## src/rtl/mc_ctrl.sv

```systemverilog
// -----------------------------------------------------------------------------
// mc_ctrl -- multi-cycle MIPS control unit.
//
// Sequences each fetched instruction through IF/ID/EX/MEM/WB. It latches the
// opcode and funct fields into an internal IR during IF and decodes only from
// that IR afterwards. Every output is a function of registered state (Moore),
// so nothing here forms a combinational path from Op/Funct to an output.
//
// Ports:
//   CLK      in   1   system clock, rising edge
//   RST      in   1   asynchronous active-high reset
//   Op       in   6   INST[31:26] from the fetch stage
//   Funct    in   6   INST[5:0] from the fetch stage
//   PCWr     out  1   PC write enable, one cycle per instruction
//   IRWr     out  1   IR load strobe (IF only)
//   RegDst   out  1   1 = rd, 0 = rt as the write register
//   ALUSrc   out  1   1 = sign-extended imm16, 0 = rt
//   MemtoReg out  1   1 = write back from data memory
//   RegWr    out  1   register-file write strobe
//   MemRd    out  1   data-memory read strobe
//   MemWr    out  1   data-memory write strobe
//   Branch   out  1   conditional-branch select (ANDed with Zero downstream)
//   Jump     out  1   unconditional-jump select
//   ALUCtrl  out  3   000 and, 001 or, 010 add, 110 sub, 111 slt
//   State    out  3   IF=0, ID=1, EX=2, MEM=3, WB=4
//   Illegal  out  1   sticky unsupported-instruction flag
//   InstCnt  out  32  retired-instruction count (wraps)
// -----------------------------------------------------------------------------
module mc_ctrl (
    input  logic        CLK,
    input  logic        RST,
    input  logic [5:0]  Op,
    input  logic [5:0]  Funct,
    output logic        PCWr,
    output logic        IRWr,
    output logic        RegDst,
    output logic        ALUSrc,
    output logic        MemtoReg,
    output logic        RegWr,
    output logic        MemRd,
    output logic        MemWr,
    output logic        Branch,
    output logic        Jump,
    output logic [2:0]  ALUCtrl,
    output logic [2:0]  State,
    output logic        Illegal,
    output logic [31:0] InstCnt
);

    typedef enum logic [2:0] {
        ST_IF  = 3'd0,
        ST_ID  = 3'd1,
        ST_EX  = 3'd2,
        ST_MEM = 3'd3,
        ST_WB  = 3'd4
    } state_e;

    typedef enum logic [2:0] {
        IC_R, IC_LW, IC_SW, IC_BEQ, IC_J, IC_ADDI, IC_ILL
    } iclass_e;

    state_e      state_q, state_d;
    logic [5:0]  op_q, op_d;
    logic [5:0]  funct_q, funct_d;
    logic        illegal_q, illegal_d;
    logic [31:0] inst_cnt_q, inst_cnt_d;

    iclass_e     iclass;
    logic [2:0]  r_alu;

    // Instruction class decoded from the latched IR only.
    always_comb begin
        // NOTE: every variable gets a default before the case so no path
        // leaves it unassigned; otherwise synthesis infers a latch.
        iclass = IC_ILL;
        r_alu  = 3'b000;
        case (op_q)
            6'h00: begin
                case (funct_q)
                    6'h20: begin iclass = IC_R; r_alu = 3'b010; end
                    6'h22: begin iclass = IC_R; r_alu = 3'b110; end
                    6'h24: begin iclass = IC_R; r_alu = 3'b000; end
                    6'h25: begin iclass = IC_R; r_alu = 3'b001; end
                    6'h2A: begin iclass = IC_R; r_alu = 3'b111; end
                    default: iclass = IC_ILL;
                endcase
            end
            6'h23:   iclass = IC_LW;
            6'h2B:   iclass = IC_SW;
            6'h04:   iclass = IC_BEQ;
            6'h02:   iclass = IC_J;
            6'h08:   iclass = IC_ADDI;
            default: iclass = IC_ILL;
        endcase
    end

    logic pc_wr, ir_wr, reg_wr, mem_rd, mem_wr;
    logic level_en;

    // Next-state, strobes and IR/flag/counter updates.
    always_comb begin
        state_d   = ST_IF;
        op_d      = op_q;
        funct_d   = funct_q;
        illegal_d = illegal_q;
        pc_wr     = 1'b0;
        ir_wr     = 1'b0;
        reg_wr    = 1'b0;
        mem_rd    = 1'b0;
        mem_wr    = 1'b0;
        level_en  = 1'b0;

        case (state_q)
            ST_IF: begin
                ir_wr   = 1'b1;
                op_d    = Op;
                funct_d = Funct;
                state_d = ST_ID;
            end
            ST_ID: begin
                level_en = 1'b1;
                if (iclass == IC_J || iclass == IC_ILL) begin
                    // Illegal instructions retire as a plain PC+4 step.
                    pc_wr     = 1'b1;
                    illegal_d = illegal_q | (iclass == IC_ILL);
                    state_d   = ST_IF;
                end else begin
                    state_d = ST_EX;
                end
            end
            ST_EX: begin
                level_en = 1'b1;
                case (iclass)
                    IC_BEQ: begin
                        pc_wr   = 1'b1;
                        state_d = ST_IF;
                    end
                    IC_LW, IC_SW: state_d = ST_MEM;
                    default:      state_d = ST_WB;
                endcase
            end
            ST_MEM: begin
                level_en = 1'b1;
                if (iclass == IC_LW) begin
                    mem_rd  = 1'b1;
                    state_d = ST_WB;
                end else if (iclass == IC_SW) begin
                    mem_wr  = 1'b1;
                    pc_wr   = 1'b1;
                    state_d = ST_IF;
                end else begin
                    state_d = ST_IF;
                end
            end
            ST_WB: begin
                level_en = 1'b1;
                reg_wr   = 1'b1;
                pc_wr    = 1'b1;
                state_d  = ST_IF;
            end
            // Unused encodings fall back to IF with every strobe low.
            default: state_d = ST_IF;
        endcase

        inst_cnt_d = inst_cnt_q + {31'd0, pc_wr};
    end

    // Level controls: decoded from IR, held from ID to the last state, 0 in IF.
    always_comb begin
        RegDst   = 1'b0;
        ALUSrc   = 1'b0;
        MemtoReg = 1'b0;
        Branch   = 1'b0;
        Jump     = 1'b0;
        ALUCtrl  = 3'b000;
        if (level_en) begin
            RegDst   = (iclass == IC_R);
            ALUSrc   = (iclass == IC_LW) || (iclass == IC_SW) || (iclass == IC_ADDI);
            MemtoReg = (iclass == IC_LW);
            Branch   = (iclass == IC_BEQ);
            Jump     = (iclass == IC_J);
            case (iclass)
                IC_R:                  ALUCtrl = r_alu;
                IC_LW, IC_SW, IC_ADDI: ALUCtrl = 3'b010;
                IC_BEQ:                ALUCtrl = 3'b110;
                default:               ALUCtrl = 3'b000;
            endcase
        end
    end

    always_ff @(posedge CLK or posedge RST) begin
        if (RST) begin
            state_q    <= ST_IF;
            op_q       <= 6'd0;
            funct_q    <= 6'd0;
            illegal_q  <= 1'b0;
            inst_cnt_q <= 32'd0;
        end else begin
            // NOTE: non-blocking assignments so every flop samples the
            // pre-edge values, independent of statement order.
            state_q    <= state_d;
            op_q       <= op_d;
            funct_q    <= funct_d;
            illegal_q  <= illegal_d;
            inst_cnt_q <= inst_cnt_d;
        end
    end

    assign PCWr    = pc_wr;
    assign IRWr    = ir_wr;
    assign RegWr   = reg_wr;
    assign MemRd   = mem_rd;
    assign MemWr   = mem_wr;
    assign State   = state_q;
    assign Illegal = illegal_q;
    assign InstCnt = inst_cnt_q;

endmodule
```

## config.mk

```make
export PLATFORM = sky130hd
export DESIGN_NAME = mc_ctrl
export DESIGN_NICKNAME = d
export VERILOG_FILES = /design/src/rtl/mc_ctrl.sv
export SDC_FILE = /design/constraint.sdc
export NUM_CORES = 1
export LEC_CHECK = 0
export CORE_UTILIZATION = 30
export DETAILED_ROUTE_END_ITERATION = 10
export MAX_ROUTING_LAYER = met4
export PLACE_DENSITY_LB_ADDON = 0.1
export SLEW_MARGIN = 20
export SYNTH_ARGS = -nofsm -noshare
export SYNTH_HDL_FRONTEND = slang
export SYNTH_SLANG_ARGS = --single-unit
```

## constraint.sdc

```tcl
create_clock -name CLK -period 3.1 [get_ports CLK]
set_input_delay 0.93 -clock CLK [delete_from_list [all_inputs] [get_ports CLK]]
set_output_delay 0.93 -clock CLK [all_outputs]
set_load 0.05 [all_outputs]
```

==> impl_metrics.json <==
{
  "path_depth": 5,
  "initial_core_util_pct": 31.5,
  "htreeDepth": 2,
  "rr_endpoint": "InstCnt[26]",
  "core_um2": 7850,
  "grt_first_pass_wirelength_um": 9140,
  "insertion_delay_ns": 0.30,
  "setup.worst_path.start": "op_q[5]",
  "io_buffer_count": 62,
  "synth_seq_cells": 48,
  "cp_slowest_stage_delay_ns": 0.61,
  "finalMaxSlewViolations": 0,
  "synthCells": 224,
  "grt_pass1_vias": 1803,
  "rsz0062_at_grt": "true",
  "via_count": 1944,
  "irDropWorstVdd_mv": 0.382,
  "crit_end": "ALUCtrl[0]",
  "die_w_um": 92.7,
  "viasPerCell": 4.96,
  "grt.overflow.total": 0,
  "tightest_slew_ns": 0.611,
  "crit_family": "simple AND/OR/NAND/NOR gates",
  "cts_root_buffer": "clkbuf_8",
  "clk_pin_slew_ns": 0.10,
  "numCtsBuffers": 5,
  "synth.top_cell.area_share_pct": 48.7,
  "n_antenna_cell": 0,
  "syn_nets": 240,
  "cp-start-kind": "register",
  "yosys-top-cells-area": "dfrtp_1 49%, xnor2_1 8.5%, mux2_2 3.6%",
  "postSynthAreaPerCell_um2": 11.0,
  "detail-route-antenna-nets": 0,
  "ys_types": 51,
  "syn-cell-area_um2": 2470,
  "dr.pass1.iters": 4,
  "power_density_nw_per_um2": 802,
  "hold_buffers": 0,
  "fin_area_um2": 3550,
  "clock-sinks": 48,
  "yosysTopAreaCell": "dfrtp_1",
  "clock_path_buffers": 2,
  "hold_viol": 0,
  "gr-usage-all-layers_pct": 13.8,
  "outcome": "complete, no violations",
  "crit_chain": "or4_4 -> o22ai_4 -> a21oi_2 -> nor4_4 -> buf_12",
  "crit_fanout": 7,
  "min_path_type": "reg -> reg",
  "holdWs_ns": 0.473,
  "skew_ns": 0.0120,
  "period_minus_slack_ns": 3.02,
  "dp_hpwl_um": 4090,
  "cp_slowest_cell": "or4_4",
  "critPathRequiredTime_ns": 2.17,
  "leakagePower_uw": 0.00142,
  "maxCapViolCount": 0,
  "tns_ns": 0,
  "endpoint_kind": "primary output",
  "gp_congestion": 0.750,
  "r2r_cells": 10,
  "period_share_pct": 97.4,
  "fin_nets": 305,
  "fmax_mhz": 331,
  "arrival_ns": 2.09,
  "yosysWarnings": 0,
  "drive_above_1_share_pct": 25.2,
  "dieArea_um2": 8600,
  "drc": 0,
  "synth_edf_count": 0,
  "reg2reg_slack_ns": 0.21,
  "drtIter0Drc": 81,
  "place_area_um2": 3380,
  "critPathBufInv": 1,
  "wirelength_um": 5640,
  "grt_max_degree": 49,
  "seq_area_frac_synth_pct": 48.7,
  "setup_viol": 0,
  "num_rows": 32,
  "wl_per_cell_um": 14.4,
  "ys.flop_type": "dfrtp_1",
  "regToRegStartpoint": "op_q[5]",
  "relSlewSlack_pct": 59.3,
  "chipHeight_um": 92.7,
  "io_pins": 63,
  "synthArstFlopShare_pct": 100,
  "area_growth_pct": 43.9,
  "antenna_found_initial": 0,
  "critPathKind": "reg -> out",
  "cts_tree": "built"
}
[through the flow]
stage	util, %	power [µW]	instances	setup WS [ns]
floorplan	-	1940	224	-0.172
global placement	43.0	2320	382	0.353
detailed placement	43.0	2330	382	0.277
CTS	44.6	2810	390	0.0132
global route	45.3	3020	392	-0.00619
finish	45.3	2850	392	0.0813
[cell type report]
| cell class | count | area (µm²) |
|---|---|---|
| clock inverter | 3 | 42.5 |
| multi-input combinational | 162 | 1400 |
| fill | 765 | 4290 |
| tap | 102 | 128 |
| sequential | 48 | 1210 |
| timing repair buffer | 66 | 683 |
| inverter | 6 | 22.5 |
| clock buffer | 5 | 68.8 |
[flip-flops by register name (all words and copies together) (netlist names)]
name	flops
InstCnt	32
funct_q	6
op_q	6
State	3
Illegal	1
[synthesized netlist by cell type, types with 2 or more instances]
| library cell | number |
|---|---|
| nand3_1 | 15 |
| nor2_2 | 2 |
| nand4_1 | 13 |
| a211oi_1 | 2 |
| o21ai_0 | 3 |
| or3_1 | 2 |
| nand2b_1 | 4 |
| inv_1 | 6 |
| xor2_1 | 7 |
| ha_1 | 2 |
| mux2_1 | 2 |
| or2_2 | 2 |
| xnor2_1 | 24 |
| nand2_1 | 11 |
| a21oi_1 | 3 |
| and2_1 | 3 |
| nor3_1 | 6 |
| buf_2 | 6 |
| a211o_1 | 2 |
| mux2_2 | 8 |
| nor4_1 | 4 |
| nor2_1 | 9 |
| nor4_2 | 3 |
| or2_1 | 3 |
| and4_1 | 4 |
| dfrtp_1 | 48 |
| and3_1 | 6 |
[routing by layer]
layer	global-route usage, %	wire length, µm	part of all wire [%]
met2	20.4	2560	45
met3	3.12	238	4.2
met4	3.85	48	0.85
met5	-	0	0
met1	18.9	2790	50
[cells in the final DEF (no fill, tap or decap), types with 2 or more instances in the layout]
cell type,n
dfrtp_2,5
clkbuf_8,5
nor3_2,3
mux2_1,2
and4_1,4
nor3_1,3
xnor2_1,24
o21ai_0,3
nand3_1,14
ha_4,2
buf_12,5
xor2_1,7
dfrtp_1,43
nand2b_1,4
a21oi_1,3
clkdlybuf4s50_1,50
nor4_2,2
a211o_1,2
and2_1,3
buf_4,11
nand4_1,13
or2_4,2
or2_2,2
and3_1,6
mux2_2,8
nor4_4,5
nor2_4,2
inv_1,5
nand2_1,11
nor2_1,8
[report_power, final]
group          switching, µW  leakage [µW]  internal, µW
clock                    212     0.0000541           239
combinational            810      0.000748           610
sequential               209      0.000619           772
[worst min-delay path by stage]
stage,startpoint,endpoint,slack [ns],cells after the start
floorplan,funct_q[5],funct_q[5],0.47,1
global placement,InstCnt[31],InstCnt[31],0.46,1
detailed placement,InstCnt[31],InstCnt[31],0.47,1
CTS,InstCnt[31],InstCnt[31],0.48,1
global route,InstCnt[23],InstCnt[23],0.51,1
finish,InstCnt[31],InstCnt[31],0.47,1
[logic make-up (layout without fill, tap and decap cells)]
logic type	count (synthesis)	after routing	synth area share [%]
compound gates	21	21	7.15
xor+xnor	31	31	11.0
fa+ha+maj	2	2	1.01
buf+inv	14	80	2.58
flops	48	48	48.7
mux	11	11	4.97
simple gates	97	97	24.6
[what timing repair did]
action / 4_1_cts / 5_1_grt
buffers inserted: 0 / 2
endpoints found under the setup margin: 1 / 3
pin swaps: 0 / 1
gates resized for setup: 1 / 8
No activity file was read; power rests on OpenSTA's default activity.
==> edit 1 (same flow settings) <==
Reset style: synchronous (`RST`), changed in one clocked block. Comments in the files are not updated.
--- a/src/rtl/mc_ctrl.sv
+++ b/src/rtl/mc_ctrl.sv
@@ -190,3 +190,3 @@
 
-    always_ff @(posedge CLK or posedge RST) begin
+    always_ff @(posedge CLK) begin
         if (RST) begin
Behaviour: differs if RST is asserted again (counterexample within 4 cycles, from zero or initial values and one cycle with RST high); with RST held inactive, the same outputs for 10 cycles.
==> edit 1 against the unedited design <==
Sequential share of layout area down 5.7 points. Critical path depth up 1. Sequential cell count unchanged. Setup slack worse by 0.042 ns. Clock skew down 0.0041 ns. Wire length up 14%. Synthesized area down 0.76%. Final area down 2.9%. Hold slack worse by 0.010 ns.
Power is not compared: it rests on default switching activity, and its combinational part moved more than twofold at a synthesized area within 25%.
==> edit 1: results (changes against the unedited design) <==
drt initial violations 143 (was 81); vias 2444 (was 1944); wire per inst 13.8 um (was 14.4 um); outcome finished, final reports clean (unchanged); post-detail-place hpwl 4530 um (was 4090 um); Hold Path Origin funct_q[5] (was InstCnt[31]); clock-pin slew on the worst setup and hold paths 0.08 ns (was 0.10 ns); Root Buffer clkbuf_8 (unchanged); dominant cells by area after synthesis dfxtp_1, a21oi_1, nand2_1 (was dfrtp_1, xnor2_1, mux2_2); syn avg cell area 8.14 sq um (was 11.0 sq um); met3 Track Usage GR 3.53% (was 3.12%); placed instance area 0.00333 sq mm (was 0.00338 sq mm); Final nets 383 (was 305); FF-to-FF Start op_q[5] (unchanged); proportion of layout cells with a drive suffix above 1 16.1% (was 25.2%); r2r setup slk 0.16 ns (was 0.21 ns); Worst Path Arrival 2.13 ns (was 2.09 ns); Non-Filler Instances 468 (was 392); placed insts 459 (was 382); hold-critical path depth 2 (was 1); GRT Total Usage 15.9% (was 13.8%); most instantiated cells after synthesis dfxtp_1, nand2_1, a21oi_1 (was dfrtp_1, xnor2_1, nand3_1); Slew headroom 38.9% (was 59.3%); GR Util met1 21.2% (was 18.9%); syn_nets 317 (was 240); pin count of the biggest net entering global routing 50 (was 49); Seq/Total Area, Yosys 39.2% (was 48.7%); reg2reg end InstCnt[26] (unchanged); clk_skew 0.00787 ns (was 0.0120 ns); ys async rst share 0% (was 100%); GP Congestion 0.810 (was 0.750); Hold WS 0.462 ns (was 0.473 ns); Fill cells 798 (was 765); crit path max fanout 9 (was 7); hold endpoint funct_q[5] (was InstCnt[31]); first-pass GRT wire length 10700 um (was 9140 um); routing usage on met2 24.1% (was 20.4%)
[edit 1: cell count changes after synthesis, moves of 15 or more]
cell / unedited run / this run
o31ai_1: 0 / 15
nand2_1: 11 / 36
dfrtp_1: 48 / 0
a21oi_1: 3 / 33
xnor2_1: 24 / 8
dfxtp_1: 0 / 48
[edit 1: repair_timing]
| item | in CTS | in global routing |
|---|---|---|
| setup buffers | 2 | 1 |
| gates resized for setup | 7 | 3 |
| pin swaps | 4 | 2 |
| hold endpoints to repair | 0 | 0 |
| endpoints found under the setup margin | 14 | 19 |
[edit 1: per-stage QoR]
step	power, uW	setup slack [ns]	setup TNS [ns]	util (%)
6_report	1290	0.0396	0	44.2
5_1_grt	1360	-0.0817	-0.464	44.2
4_1_cts	1310	-0.0533	-0.0668	44.0
3_5_place_dp	947	-0.0178	-0.0287	42.6
3_3_place_gp	946	0.0677	0	42.6
2_1_floorplan	849	-0.115	-0.287	-
[edit 1: final cells by class]
cell class	instances	share of cell area (%)
multi-input cells	225	41.8
flip-flops and latches	48	28.3
repair buffers	79	23.2
well taps	102	3.70
clock buffers	6	2.10
inverters	8	0.870
[edit 1: power by group through the flow]
stage / logic, uW / registers, uW / clock network (uW)
3_5_place_dp: 265 / 682 / 0
3_3_place_gp: 265 / 681 / 0
6_report: 275 / 668 / 347
5_1_grt: 299 / 672 / 387
2_1_floorplan: 157 / 692 / 0
4_1_cts: 275 / 667 / 367
[edit 1: layer usage]
| metal | up-vias | wire length [um] |
|---|---|---|
| li1 | 1238 | - |
| met1 | 1132 | 3210 |
| met2 | 68 | 2850 |
| met3 | 6 | 315 |
| met4 | 0 | 74 |
| met5 | - | 0 |
[edit 1: logic make-up after synthesis]
family | count (synthesis) | share of synthesized area [%]
buf+inv | 28 | 5.77
mux | 3 | 1.33
simple gates | 138 | 30.8
flops | 48 | 39.2
xor+xnor | 11 | 3.93
compound gates | 71 | 17.9
fa+ha+maj | 2 | 1.02
[edit 1: worst max path at each step]
stage / start / end
after floorplan: op_q[5] / MemtoReg
after global placement: op_q[5] / ALUCtrl[0]
after detailed placement: op_q[5] / InstCnt[16]
after CTS: op_q[0] / ALUCtrl[0]
after global routing: op_q[5] / ALUCtrl[0]
final: op_q[5] / ALUCtrl[0]
[edit 1: critical path, cell delays in order (launching register included)]
cell and delay [ns]:
dfxtp_2 0.36, or4_4 0.56, mux2i_1 0.18, o211ai_1 0.11, buf_4 0.18, nor4_4 0.27
buf_12 0.18
==> edit 2 (same flow settings) <==
Without the edit above. Take the reset off `op_q` and load it in a clocked block of its own.
--- a/src/rtl/mc_ctrl.sv
+++ b/src/rtl/mc_ctrl.sv
@@ -193,3 +193,2 @@
             state_q    <= ST_IF;
-            op_q       <= 6'd0;
             funct_q    <= 6'd0;
@@ -201,3 +200,2 @@
             state_q    <= state_d;
-            op_q       <= op_d;
             funct_q    <= funct_d;
@@ -206,2 +204,6 @@
         end
+    end
+
+    always_ff @(posedge CLK) begin
+        op_q <= op_d;
     end
Function: no difference found for any inputs over 10 cycles, from zero or initial values and one cycle with RST high; that may be too few to reach the edited logic, so the function may still have changed.
==> edit 2 against the unedited design <==
The flow now finishes with violations (setup timing). Sequential cell count did not move. Final area rose by 5.1%. Synthesized area fell by 2.6%. Wire length rose by 1.7%. Total power rose by 2.2%. Setup slack got worse by 0.20 ns. Register-to-register slack got worse by 0.13 ns. Largest cell class unchanged.
==> edit 2: results (changes against the unedited design) <==
placed instance area 0.00340 sq mm (was 0.00338 sq mm); GRT Total Usage 14.8% (was 13.8%); pin count of the biggest net entering global routing 43 (was 49); failing checks setup timing; most instantiated cells after synthesis dfrtp_1, xnor2_1, nor2_1 (was dfrtp_1, xnor2_1, nand3_1); leak pwr 0.00152 uW (was 0.00142 uW); Worst Max-Slew Pin Slew 0.642 ns (was 0.611 ns); r2r setup slk 0.08 ns (was 0.21 ns); Worst path max stage delay 0.55 ns (was 0.61 ns); GP Congestion 0.866 (was 0.750); first-pass GRT wire length 9400 um (was 9140 um); final wirelength 5740 um (was 5640 um); Hold WS 0.480 ns (was 0.473 ns); Seq/Total Area, Yosys 51.2% (was 48.7%); syn_nets 234 (was 240); setup tns final -0.358 ns (was 0 ns); dominant cells by area after synthesis dfrtp_1, xnor2_1, edfxtp_1 (was dfrtp_1, xnor2_1, mux2_2); drt initial violations 56 (was 81); fin worst setup slack -0.120 ns (was 0.0813 ns); worst vdd ir 0.477 mV (was 0.382 mV); EDFF count, synth 6 (was 0); count of cell types in the netlist 52 (was 51); post-detail-place hpwl 4070 um (was 4090 um); ys async rst share 87.5% (was 100%); # setup viols final 6 (was 0); proportion of layout cells with a drive suffix above 1 31.3% (was 25.2%); outcome finished, violations left (was finished, final reports clean); clk_skew 0.00343 ns (was 0.0120 ns); number of global-route vias before repair 1812 (was 1803); Final nets 325 (was 305); vias 1903 (was 1944)
-- edit 2: metrics by stage --
stage	cells	util [%]	setup slack (ns)	power, uW
4_1_cts	406	46.7	-0.106	2860
6_report	412	48.3	-0.120	2910
5_1_grt	412	48.3	-0.234	3090
3_5_place_dp	391	44.0	-0.0845	2340
3_3_place_gp	391	44.0	-0.0485	2340
2_1_floorplan	218	-	-0.294	1840
-- edit 2: what timing repair did --
action,4_1_cts,5_1_grt
pin swaps,14,15
endpoints found under the setup margin,18,29
hold endpoints to repair,0,0
setup buffers,7,7
resized for setup,12,16
-- edit 2: path summary, 6_finish.rpt --
path | startpoint | endpoint | depth (start not counted)
worst max-delay path | op_q[1] | ALUCtrl[2] | 7
worst min-delay path | InstCnt[31] | InstCnt[31] | 1
worst max register to register | op_q[1] | InstCnt[16] | 15
worst min register to register | InstCnt[31] | InstCnt[31] | 1
max in group asynchronous | RST | InstCnt[2] | 3
min in group asynchronous | RST | InstCnt[27] | 3
-- edit 2: power breakdown --
group	switching (uW)	internal [uW]	total (uW)	leakage, uW
registers	145	783	928	0.000612
clock network	221	183	404	0.0000516
logic	890	693	1580	0.000853
-- edit 2: logic make-up after synthesis --
family / Yosys count / synth area share, %
adders and majority gates: 3 / 1.51
DFF: 48 / 51.2
muxes: 7 / 3.43
buffers and inverters: 15 / 3.59
AOI/OAI and AO/OA: 19 / 6.82
xor gates and xnor gates: 34 / 12.4
and+or+nand+nor: 92 / 21.1
-- edit 2: worst register-to-register path: stages (launching register included) --
cell	delay (ns)
edfxtp_1	0.46
buf_4	0.18
nor4_4	0.35
o311ai_4	0.17
a32oi_2	0.26
nand2_1	0.10
o211ai_1	0.12
buf_4	0.18
ha_4	0.16
ha_4	0.14
nand3_4	0.10
nor2_4	0.17
buf_4	0.15
nand3_4	0.10
nor2_2	0.12
xor2_1	0.17
-- edit 2: layout make-up --
class | count | area, sq um
Sequential cell | 48 | 1230
Timing Repair Buffer | 90 | 933
Fill cell | 719 | 3990
Clock inverter | 2 | 13.8
Multi-Input combinational cell | 155 | 1310
Tap cell | 102 | 128
Inverter | 9 | 33.8
Clock buffer | 6 | 82.6
-- edit 2: layer usage --
layer	wire, um	vias to the layer above	global-route usage, %
li1	-	943	-
met1	2930	915	21.7
met2	2550	39	20.6
met3	199	6	3.18
met4	58	0	3.97
met5	0	-	-
